--- src/rtl/nibble_serial_adder.sv ---
// Wide adder built from one 4-bit carry look-ahead slice, walked one nibble per
// cycle with the slice carry registered between nibbles.

module carry_look_ahead_adder (
  input  logic [3:0] a,
  input  logic [3:0] b,
  input  logic       cin,
  output logic [3:0] s,
  output logic       cout
);

  logic [3:0] g;
  logic [3:0] p;
  logic [4:0] c;

  assign g = a & b;
  assign p = a ^ b;

  // Every carry is a flat sum of products of g/p, so no ripple inside the slice
  assign c[0] = cin;
  assign c[1] = g[0] | (p[0] & cin);
  assign c[2] = g[1] | (p[1] & g[0]) | (p[1] & p[0] & cin);
  assign c[3] = g[2] | (p[2] & g[1]) | (p[2] & p[1] & g[0]) | (p[2] & p[1] & p[0] & cin);
  assign c[4] = g[3] | (p[3] & g[2]) | (p[3] & p[2] & g[1]) | (p[3] & p[2] & p[1] & g[0])
              | (p[3] & p[2] & p[1] & p[0] & cin);

  assign s    = p ^ c[3:0];
  assign cout = c[4];

endmodule

module nibble_serial_adder #(
  parameter int WIDTH = 16
) (
  input  logic             clk,
  input  logic             rst,
  input  logic             in_valid,
  output logic             in_ready,
  input  logic [WIDTH-1:0] a,
  input  logic [WIDTH-1:0] b,
  input  logic             cin,
  output logic             out_valid,
  input  logic             out_ready,
  output logic [WIDTH-1:0] s,
  output logic             cout
);

  localparam int NIB = WIDTH / 4;
  localparam int IW  = (NIB > 1) ? $clog2(NIB) : 1;
  localparam logic [IW-1:0] LAST = IW'(NIB - 1);

  typedef enum logic [1:0] {IDLE, ADD, DONE} state_t;

  state_t           state;
  logic [WIDTH-1:0] a_r;
  logic [WIDTH-1:0] b_r;
  logic             c_r;
  logic [IW-1:0]    idx;
  logic [3:0]       nib_a;
  logic [3:0]       nib_b;
  logic [3:0]       nib_s;
  logic             nib_c;

  assign nib_a = a_r[4*idx +: 4];
  assign nib_b = b_r[4*idx +: 4];

  carry_look_ahead_adder u_cla (
    .a    (nib_a),
    .b    (nib_b),
    .cin  (c_r),
    .s    (nib_s),
    .cout (nib_c)
  );

  // Decoded from state alone so the source never sees an input-to-ready path
  assign in_ready = (state == IDLE);

  always_ff @(posedge clk or posedge rst) begin
    if (rst) begin
      state     <= IDLE;
      a_r       <= '0;
      b_r       <= '0;
      c_r       <= 1'b0;
      idx       <= '0;
      s         <= '0;
      cout      <= 1'b0;
      out_valid <= 1'b0;
    end else begin
      case (state)
        IDLE: begin
          if (in_valid) begin
            a_r   <= a;
            b_r   <= b;
            c_r   <= cin;
            idx   <= '0;
            state <= ADD;
          end
        end
        ADD: begin
          s[4*idx +: 4] <= nib_s;
          c_r           <= nib_c;
          idx           <= idx + IW'(1);
          if (idx == LAST) begin
            cout      <= nib_c;
            out_valid <= 1'b1;
            idx       <= '0;
            state     <= DONE;
          end
        end
        DONE: begin
          if (out_ready) begin
            out_valid <= 1'b0;
            state     <= IDLE;
          end
        end
        default: state <= IDLE;
      endcase
    end
  end

endmodule

--- config.mk ---
export PLATFORM = sky130hd
export DESIGN_NAME = nibble_serial_adder
export DESIGN_NICKNAME = d
export VERILOG_FILES = /design/src/rtl/nibble_serial_adder.sv
export SDC_FILE = /design/constraint.sdc
export NUM_CORES = 1
export LEC_CHECK = 0
export CAP_MARGIN = 20
export CORE_ASPECT_RATIO = 1.25
export CORE_MARGIN = 2
export CORE_UTILIZATION = 30
export CTS_BUF_LIST = sky130_fd_sc_hd__clkbuf_16
export CTS_CLUSTER_DIAMETER = 200
export DETAILED_ROUTE_END_ITERATION = 12
export GPL_ROUTABILITY_DRIVEN = 0
export SETUP_SLACK_MARGIN = 0.05
export SKIP_CTS_REPAIR_TIMING = 1
export SYNTH_ARGS = -nofsm -noshare
export SYNTH_HDL_FRONTEND = slang
export SYNTH_HIERARCHICAL = 1
export SYNTH_SLANG_ARGS = --single-unit
--- constraint.sdc ---
create_clock -name clk -period 3.98 [get_ports clk]
set_input_delay 0.995 -clock clk [delete_from_list [all_inputs] [get_ports clk]]
set_output_delay 0.995 -clock clk [all_outputs]
set_load 0.05 [all_outputs]
==> flow_metrics.tcl, run 1 <==
set metrics [dict create \
    drc_errors 0 \
    max_cap_viol_count 0 \
    p_int_mw 1.827 \
    dp_slack_ns 1.047 \
    clk_latency_ns 0.29 \
    die-area_um2 9749 \
    start_util_pct 30.93 \
    synthCells 208 \
    synth.distinct_cells 32 \
    slew_headroom_pct 49.53 \
    top_layer "met4" \
    p_switching_mw 1.401 \
    p_per_area_nw_per_um2 917.4 \
    path_clk_slew_ns 0.07 \
    yosysWarningCount 6 \
    synth_edf_count 0 \
    cp_slowest_stage_delay_ns 0.84 \
    track_usage_pct 12.47 \
    final_util_pct 40.44 \
    seq_area_frac_synth_pct 51.14 \
    cts_buffers 5 \
    syn_area_um2 2691 \
    met1_length_mm 2.334 \
    rows 38 \
    worstMarginPinSlew_ns 0.7570 \
    root_buffer "clkbuf_16" \
    ant_nets 0 \
    critPathKind "reg2reg" \
    max-vdd-ir-drop_uv 443.6 \
    finClkSkew_ns 0.006629 \
    async_reset_ff_share_pct 100.0 \
    tns_ns 0 \
    finalPower_mw 3.228 \
    setup_viol 0 \
    cp.required_ns 4.17 \
    dr_wl_met2_mm 2.906 \
    dr.pass1.iters 5 \
    cts_buffer_depth 2 \
    drive_gt1_share_pct 20.00 \
    p_comb_share_pct 54.7 \
    crit_buf_inv 0 \
    syn_nets 256 \
    clock_power_share_pct 13.4 \
    fin_crit_sh_pct 73.25 \
    grt_max_degree 33 \
    p_leak_nw 1.430 \
    swShare_pct 43.40 \
    port_buffers 55 \
    grt_pass1_vias 1814 \
    critPathTopFamily "flip-flops" \
    wl_met3_um 298 \
    grt_antenna_before_repair 0 \
    routed_wl_mm 5.621 \
    grt_setup_unrepaired "no" \
    timing.final.ws_setup_ns 1.065 \
    dp_hpwl_mm 4.246 \
    syn_to_final_growth_pct 30.73 \
    power.sequential.fraction_pct 31.9 \
    grt_pass1_wl_mm 9.114 \
    post_drt_wl_per_cell_um 14.60 \
    cts.sinks 55 \
    via_per_inst 4.683 \
    drt_iter0_markers 50 \
    end_kind "register" \
    drv_slew 0 \
    die_y_um 109.9 \
    critPathMaxFanout 18 \
    htree_levels 2 \
    synth_seq_cells 55 \
    fmax_mhz 343.0 \
    hp-class "reg2reg" \
    coreArea_um2 8701 \
    period_minus_slack_ns 2.915 \
    fp.dieW_um 88.72 \
    mostFrequentLayoutCells "55 x dfrtp_1, 55 x clkdlybuf4s50_1, 30 x mux2_2" \
    slowest_stage "dfrtp_1" \
    crit_chain "mux4_2, ha_1, a21o_1, a31o_1, xor2_1, nand2_1, o32ai_1" \
    synth_ff_type "dfrtp_1" \
    crit_path_start_kind "register" \
    cts_tree "done" \
    hold_viol 0 \
    nets 312 \
    gr-total-overflow 0 \
    num_vias 1803 \
    cp_data_arrival_time_ns 3.11 \
    fin_hold_ws_ns 0.4903 \
    status "finished, final reports clean" \
    boundaryPins 56 \
    antenna_cells 0 \
    avgSynthCellArea_um2 12.94 \
]
[worst register-to-register path, cell delays in order (launching register included)]
cell	delay [ns]
dfrtp_1	0.84
mux4_2	0.60
ha_1	0.35
a21o_1	0.19
a31o_1	0.20
xor2_1	0.31
nand2_1	0.10
o32ai_1	0.23
[path summary, 6_finish.rpt]
kind                         start       end  slack (ns)  cells after the start
max in group asynchronous      rst  state[1]        2.31                      3
hold / removal             a_r[11]   a_r[11]        0.49                      1
hold reg to reg            a_r[11]   a_r[11]        0.49                      1
setup reg to reg            idx[0]      s[3]        1.06                      7
min in group asynchronous      rst    a_r[0]        1.06                      2
setup / recovery            idx[0]      s[3]        1.06                      7
[layout make-up]
type	instances	area [um^2]
clock buffers	5	125.1
fillers	855	5182
inverters	24	90.09
clock inverters	3	20.02
well taps	120	150.1
flip-flops and latches	55	1376
multi-input cells	120	1184
repair buffers	58	573.1
[logic make-up (layout without fill, tap and decap cells)]
group | after synthesis | count (layout) | share of synthesized area [%]
multiplexers | 41 | 41 | 20.50
XOR/XNOR | 3 | 3 | 0.9765
flip-flops | 55 | 55 | 51.14
buffers and inverters | 33 | 90 | 5.114
AND/OR/NAND/NOR | 36 | 36 | 8.183
adder cells (fa/ha/maj) | 11 | 11 | 5.393
AO/OA/AOI/OAI | 29 | 29 | 8.693
[state kept, by name (all words and copies together) (netlist names)]
name and count:
s 16, idx 2, c_r 1, a_r 16, out_valid 1, b_r 16, state 2, cout 1
[Yosys cell counts, types with 3 or more instances]
master	number	area share (%)
mux2_1	3	1.3
and3b_1	4	1.3
dfrtp_1	55	51
buf_4	3	0.84
mux4_2	8	6.7
nand2b_1	5	1.2
a21o_1	3	0.84
a21oi_1	3	0.56
nand2_1	16	2.2
nor2_1	3	0.42
inv_1	24	3.3
o32ai_1	16	5.2
mux2_2	30	13
clkbuf_1	4	0.56
ha_1	10	4.6
[stage by stage]
stage | instance area [um^2] | cells
after global routing | 3518 | 385
after CTS | 3518 | 385
after global placement | 3373 | 377
final | 3518 | 385
after floorplan | 2691 | 208
after detailed placement | 3373 | 377
[power groups by stage]
| stage | logic [mW] | clock network (mW) | registers (mW) |
|---|---|---|---|
| after CTS | 1.77 | 0.444 | 1.04 |
| after global placement | 1.74 | 0 | 1.05 |
| after global routing | 1.92 | 0.468 | 1.07 |
| after detailed placement | 1.76 | 0 | 1.05 |
| final | 1.76 | 0.432 | 1.03 |
| after floorplan | 1.19 | 0 | 1.12 |
[routing by layer]
metal  track usage (%)  vias up
met1             14.82      892
met3             3.829        7
met4             4.221        0
met2             21.22       49
met5                 0        -
li1                  -      855
Power figures use the tool's default switching activity.
==> run 2, diff against run 1 <==
Clock period 3.98 ns to 2.42 ns, I/O delays scaled along.
==> flow_metrics.tcl, run 2 (same netlist as run 1, synthesis figures left out) <==
set metrics [dict create \
    via_per_inst 4.624 \
    critPathMaxFanout 5 \
    dr.pass1.iters 4 \
    hold_viol 0 \
    end_kind "register" \
    placedCellCount 383 \
    mostFrequentLayoutCells "54 x dfrtp_1, 54 x clkdlybuf4s50_1, 29 x mux2_2" \
    fillers 838 \
    p_leak_nw 1.519 \
    period_minus_slack_ns 2.432 \
    fin_crit_sh_pct 100.5 \
    stdcell_count 396 \
    reg2reg_from "idx[0]" \
    r2r-end "s[11]" \
    track_usage_pct 12.57 \
    clk_latency_ns 0.29 \
    multi_input_area_um2 1270 \
    finalPower_mw 5.891 \
    cts_buffers 5 \
    dp_slack_ns -0.06986 \
    violations "setup timing" \
    status "complete, but fails checks" \
    grt_setup_unrepaired "yes" \
    cts_buffer_depth 2 \
    drv_slew 0 \
    final_util_pct 42.59 \
    fmax_mhz 411.2 \
    timing.final.ws_setup_ns -0.01195 \
    antenna_cells 0 \
    tns_ns -0.01195 \
    grt_max_degree 33 \
    fp.dieW_um 88.72 \
    nets 323 \
    rows 38 \
    top_regs "a_r (16), b_r (16), s (16)" \
    slew_headroom_pct 54.68 \
    port_buffers 55 \
    die_y_um 109.9 \
    cts_tree "done" \
    finClkSkew_ns 0.002378 \
    gr-total-overflow 0 \
    boundaryPins 56 \
    seqCellArea_um2 1378 \
    dp_hpwl_mm 4.360 \
    drive_gt1_share_pct 26.45 \
    r2r_cells 8 \
    drt_iter0_markers 51 \
    crit_path_start_kind "register" \
    max-vdd-ir-drop_uv 829.3 \
    worstMarginPinSlew_ns 0.6799 \
    hp-class "reg2reg" \
    routed_wl_mm 6.045 \
    cp.required_ns 2.61 \
    path_clk_slew_ns 0.07 \
    ant_nets 0 \
    drc_errors 0 \
    cp_data_arrival_time_ns 2.62 \
    grt_antenna_before_repair 0 \
    r2r_slack_ns -0.01 \
    coreArea_um2 8701 \
    setup_viol 1 \
    cts.sinks 55 \
    max_cap_viol_count 0 \
    root_buffer "clkbuf_16" \
    critPathKind "reg2reg" \
    num_vias 1831 \
    whs_path_depth 1 \
    grt_pass1_vias 1869 \
    start_util_pct 30.93 \
    die-area_um2 9749 \
    syn_to_final_growth_pct 37.70 \
    p_per_area_nw_per_um2 1590 \
    grt_pass1_wl_mm 9.218 \
    post_drt_wl_per_cell_um 15.27 \
    htree_levels 2 \
    hold_end "a_r[11]" \
    hp-start "a_r[11]" \
]
==> run 2: area by class of cell <==
type	instances	area share, %
sequential	55	37.17
multi-input combinational	120	34.27
timing repair buffer	69	18.40
tap	120	4.051
clock buffer	5	3.376
inverter	24	2.431
clock inverter	3	0.3038
==> run 2: worst max path at each step <==
| stage | startpoint | endpoint | slack (ns) | depth (start not counted) |
|---|---|---|---|---|
| 3_3_place_gp | idx[0] | s[7] | -0.003 | 7 |
| 6_report | idx[0] | s[11] | -0.01 | 8 |
| 2_1_floorplan | idx[0] | cout | 0.08 | 7 |
| 5_1_grt | idx[0] | s[11] | -0.08 | 8 |
| 4_1_cts | idx[0] | s[7] | -0.10 | 7 |
| 3_5_place_dp | idx[0] | s[7] | -0.07 | 7 |
==> run 2: power breakdown <==
group          internal, mW  switching [mW]  total [mW]
combinational          1.67            1.89        3.56
clock                 0.373           0.309       0.682
sequential             1.33           0.311        1.64
==> run 2: through the flow <==
stage          cell area, um^2  hold slack (ns)
6_report                  3706           0.4925
5_1_grt                   3706           0.5060
4_1_cts                   3586           0.4954
3_5_place_dp              3450           0.4801
3_3_place_gp              3450           0.4709
2_1_floorplan             2719           0.4524
==> run 2: per-layer routing <==
| metal | wire length (um) | part of all wire [%] | track usage [%] | vias to the layer above |
|---|---|---|---|---|
| met3 | 257 | 4.3 | 3.604 | 5 |
| li1 | - | - | - | 876 |
| met4 | 61 | 1.0 | 3.571 | 0 |
| met2 | 3173 | 52 | 21.54 | 49 |
| met1 | 2553 | 42 | 15.27 | 901 |
| met5 | 0 | 0 | 0 | - |
==> run 2: worst max-delay path, cell delays in order (launching register included) <==
cell,delay (ns)
dfrtp_2,0.39
buf_12,0.12
mux4_2,0.54
ha_4,0.25
a21o_1,0.19
a31o_1,0.22
xor2_2,0.28
nand2_1,0.12
o32ai_2,0.21
==> run 3, diff against run 2 <==
Settings changed: ABC_AREA from default to 1.
==> flow_metrics.tcl, run 3 <==
set metrics [dict create \
    mostFrequentLayoutCells "143 x nand2_1, 54 x dfrtp_1, 54 x clkdlybuf4s50_1" \
    fp.dieW_um 90.65 \
    cts_buffer_depth 2 \
    slowest_stage "clkdlybuf4s50_1" \
    hp-class "reg2reg" \
    fin_crit_sh_pct 85.27 \
    ant_nets 0 \
    drv_slew 0 \
    seqCellArea_um2 1378 \
    critPathTopFamily "buffers and inverters" \
    critPathKind "reg2out" \
    coreArea_um2 9125 \
    grt_pass1_wl_mm 11.10 \
    yosys-top-cells-area "dfrtp_1 49%, nand2_1 19%, nand3_1 6.0%, ha_1 4.4%, inv_1 3.9%" \
    crit_chain "clkdlybuf4s50_1" \
    synthCells 349 \
    dr.pass1.iters 4 \
    avgSynthCellArea_um2 8.066 \
    yosysWarningCount 6 \
    yosysMostFrequentCell "nand2_1" \
    dp_hpwl_mm 4.691 \
    drive_gt1_share_pct 6.683 \
    die_y_um 112.3 \
    worstMarginPinSlew_ns 0.4990 \
    die-area_um2 10180 \
    top_regs "a_r (16), b_r (16), s (16)" \
    status "finished, final reports clean" \
    via_per_inst 4.455 \
    cp_slowest_stage_delay_ns 0.81 \
    drc_errors 0 \
    num_vias 2348 \
    crit_buf_inv 1 \
    placed_cell_area_um2 3506 \
    final_util_pct 40.42 \
    finClkSkew_ns 0.004381 \
    fin_area_um2 3689 \
    yosys-top-cells-count "143 x nand2_1, 55 x dfrtp_1, 34 x nand3_1" \
    hold_viol 0 \
    period_minus_slack_ns 2.063 \
    grt_pass1_vias 2436 \
    max_cap_viol_count 0 \
    cp.required_ns 1.81 \
    nets 451 \
    cp_data_arrival_time_ns 1.46 \
    finalPower_mw 5.673 \
    p_leak_nw 1.842 \
    rows 39 \
    syn_to_final_growth_pct 31.02 \
    synth_top_area_share_pct 48.89 \
    cts_buffers 5 \
    seq_area_frac_synth_pct 48.89 \
    end_kind "output port" \
    grt_antenna_before_repair 0 \
    fin_hold_ws_ns 0.4730 \
    cts_tree "done" \
    start_util_pct 30.85 \
    antenna_cells 0 \
    multi_input_area_um2 1254 \
    routed_wl_mm 6.258 \
    async_reset_ff_share_pct 100.0 \
    max-vdd-ir-drop_uv 551.5 \
    setup_viol 0 \
    port_buffers 55 \
    tns_ns 0 \
    synth.distinct_cells 26 \
    gr-total-overflow 0 \
    htree_levels 2 \
    fmax_mhz 484.6 \
    track_usage_pct 13.24 \
    mostFrequentLayoutCell "nand2_1" \
    root_buffer "clkbuf_16" \
    p_per_area_nw_per_um2 1538 \
    synth_top_area_cell "dfrtp_1" \
    path_clk_slew_ns 0.07 \
    fillers 954 \
    syn_area_um2 2815 \
    boundaryPins 56 \
    critPathMaxFanout 2 \
    synth_ff_type "dfrtp_1" \
    cts.sinks 55 \
    clk_latency_ns 0.29 \
    grt_setup_unrepaired "no" \
    synth_edf_count 0 \
    grt_max_degree 56 \
    synth_seq_cells 55 \
    syn_nets 397 \
    post_drt_wl_per_cell_um 11.87 \
    crit_path_start_kind "register" \
    slew_headroom_pct 66.63 \
    drt_iter0_markers 117 \
]
[run 3: changes by cell type in the layout (fill, tap and decap cells not counted), sizes merged, moves of 6 or more]
cell,before,now
buf,15,7
inv,25,31
mux2,33,0
mux4,8,0
nand2,16,145
nand3,0,34
nor2,3,19
o211ai,0,12
o21a,0,12
o32ai,16,0
[run 3: kinds of logic (layout without fill, tap and decap cells)]
family,count (synthesis),after routing,synth area share [%]
flip-flops,55,55,48.89
AND/OR/NAND/NOR,205,205,30.71
XOR/XNOR,1,1,0.3112
adder cells (fa/ha/maj),11,11,5.156
buffers and inverters,45,100,7.022
AO/OA/AOI/OAI,32,32,7.911
[run 3: routing by layer]
metal / track usage (%) / wire (um)
met1: 16.42 / 2860
met4: 4.308 / 131
met2: 22.84 / 3024
met5: 0 / 0
met3: 2.953 / 241
[run 3: worst register-to-register path: stages (launching register included)]
cell	delay (ns)
dfrtp_2	0.47
inv_1	0.22
o211ai_1	0.15
nand2_1	0.12
inv_1	0.07
fa_1	0.40
xnor2_1	0.21
inv_1	0.10
nor3_2	0.14
nand2_1	0.07
nand2_1	0.06
[run 3: final timing paths]
check	end	start	depth (start not counted)	slack, ns
min in group asynchronous	s[4]	rst	3	0.67
max in group asynchronous	a_r[2]	rst	3	1.48
setup / recovery	s[3]	s[3]	1	0.36
hold reg to reg	b_r[12]	b_r[12]	2	0.47
hold / removal	b_r[12]	b_r[12]	2	0.47
setup reg to reg	s[13]	idx[1]	10	0.37
[run 3: stage by stage]
stage                     setup WS, ns  std cells
after detailed placement        0.2268        519
after global placement          0.2966        519
after CTS                       0.2172        527
final                           0.3565        527
after global routing           0.08285        527
after floorplan                 0.3910        349
[run 3: layout make-up]
class	instances	area share, %
Timing Repair Buffer	61	16.76
Clock buffer	5	3.392
Inverter	31	3.290
Tap cell	123	4.172
Sequential cell	55	37.35
Clock inverter	3	1.052
Multi-Input combinational cell	249	33.99
[run 3: where the power goes]
group / switching [mW] / internal [mW]
Combinational: 2.10 / 1.20
Clock: 0.317 / 0.483
Sequential: 0.248 / 1.33
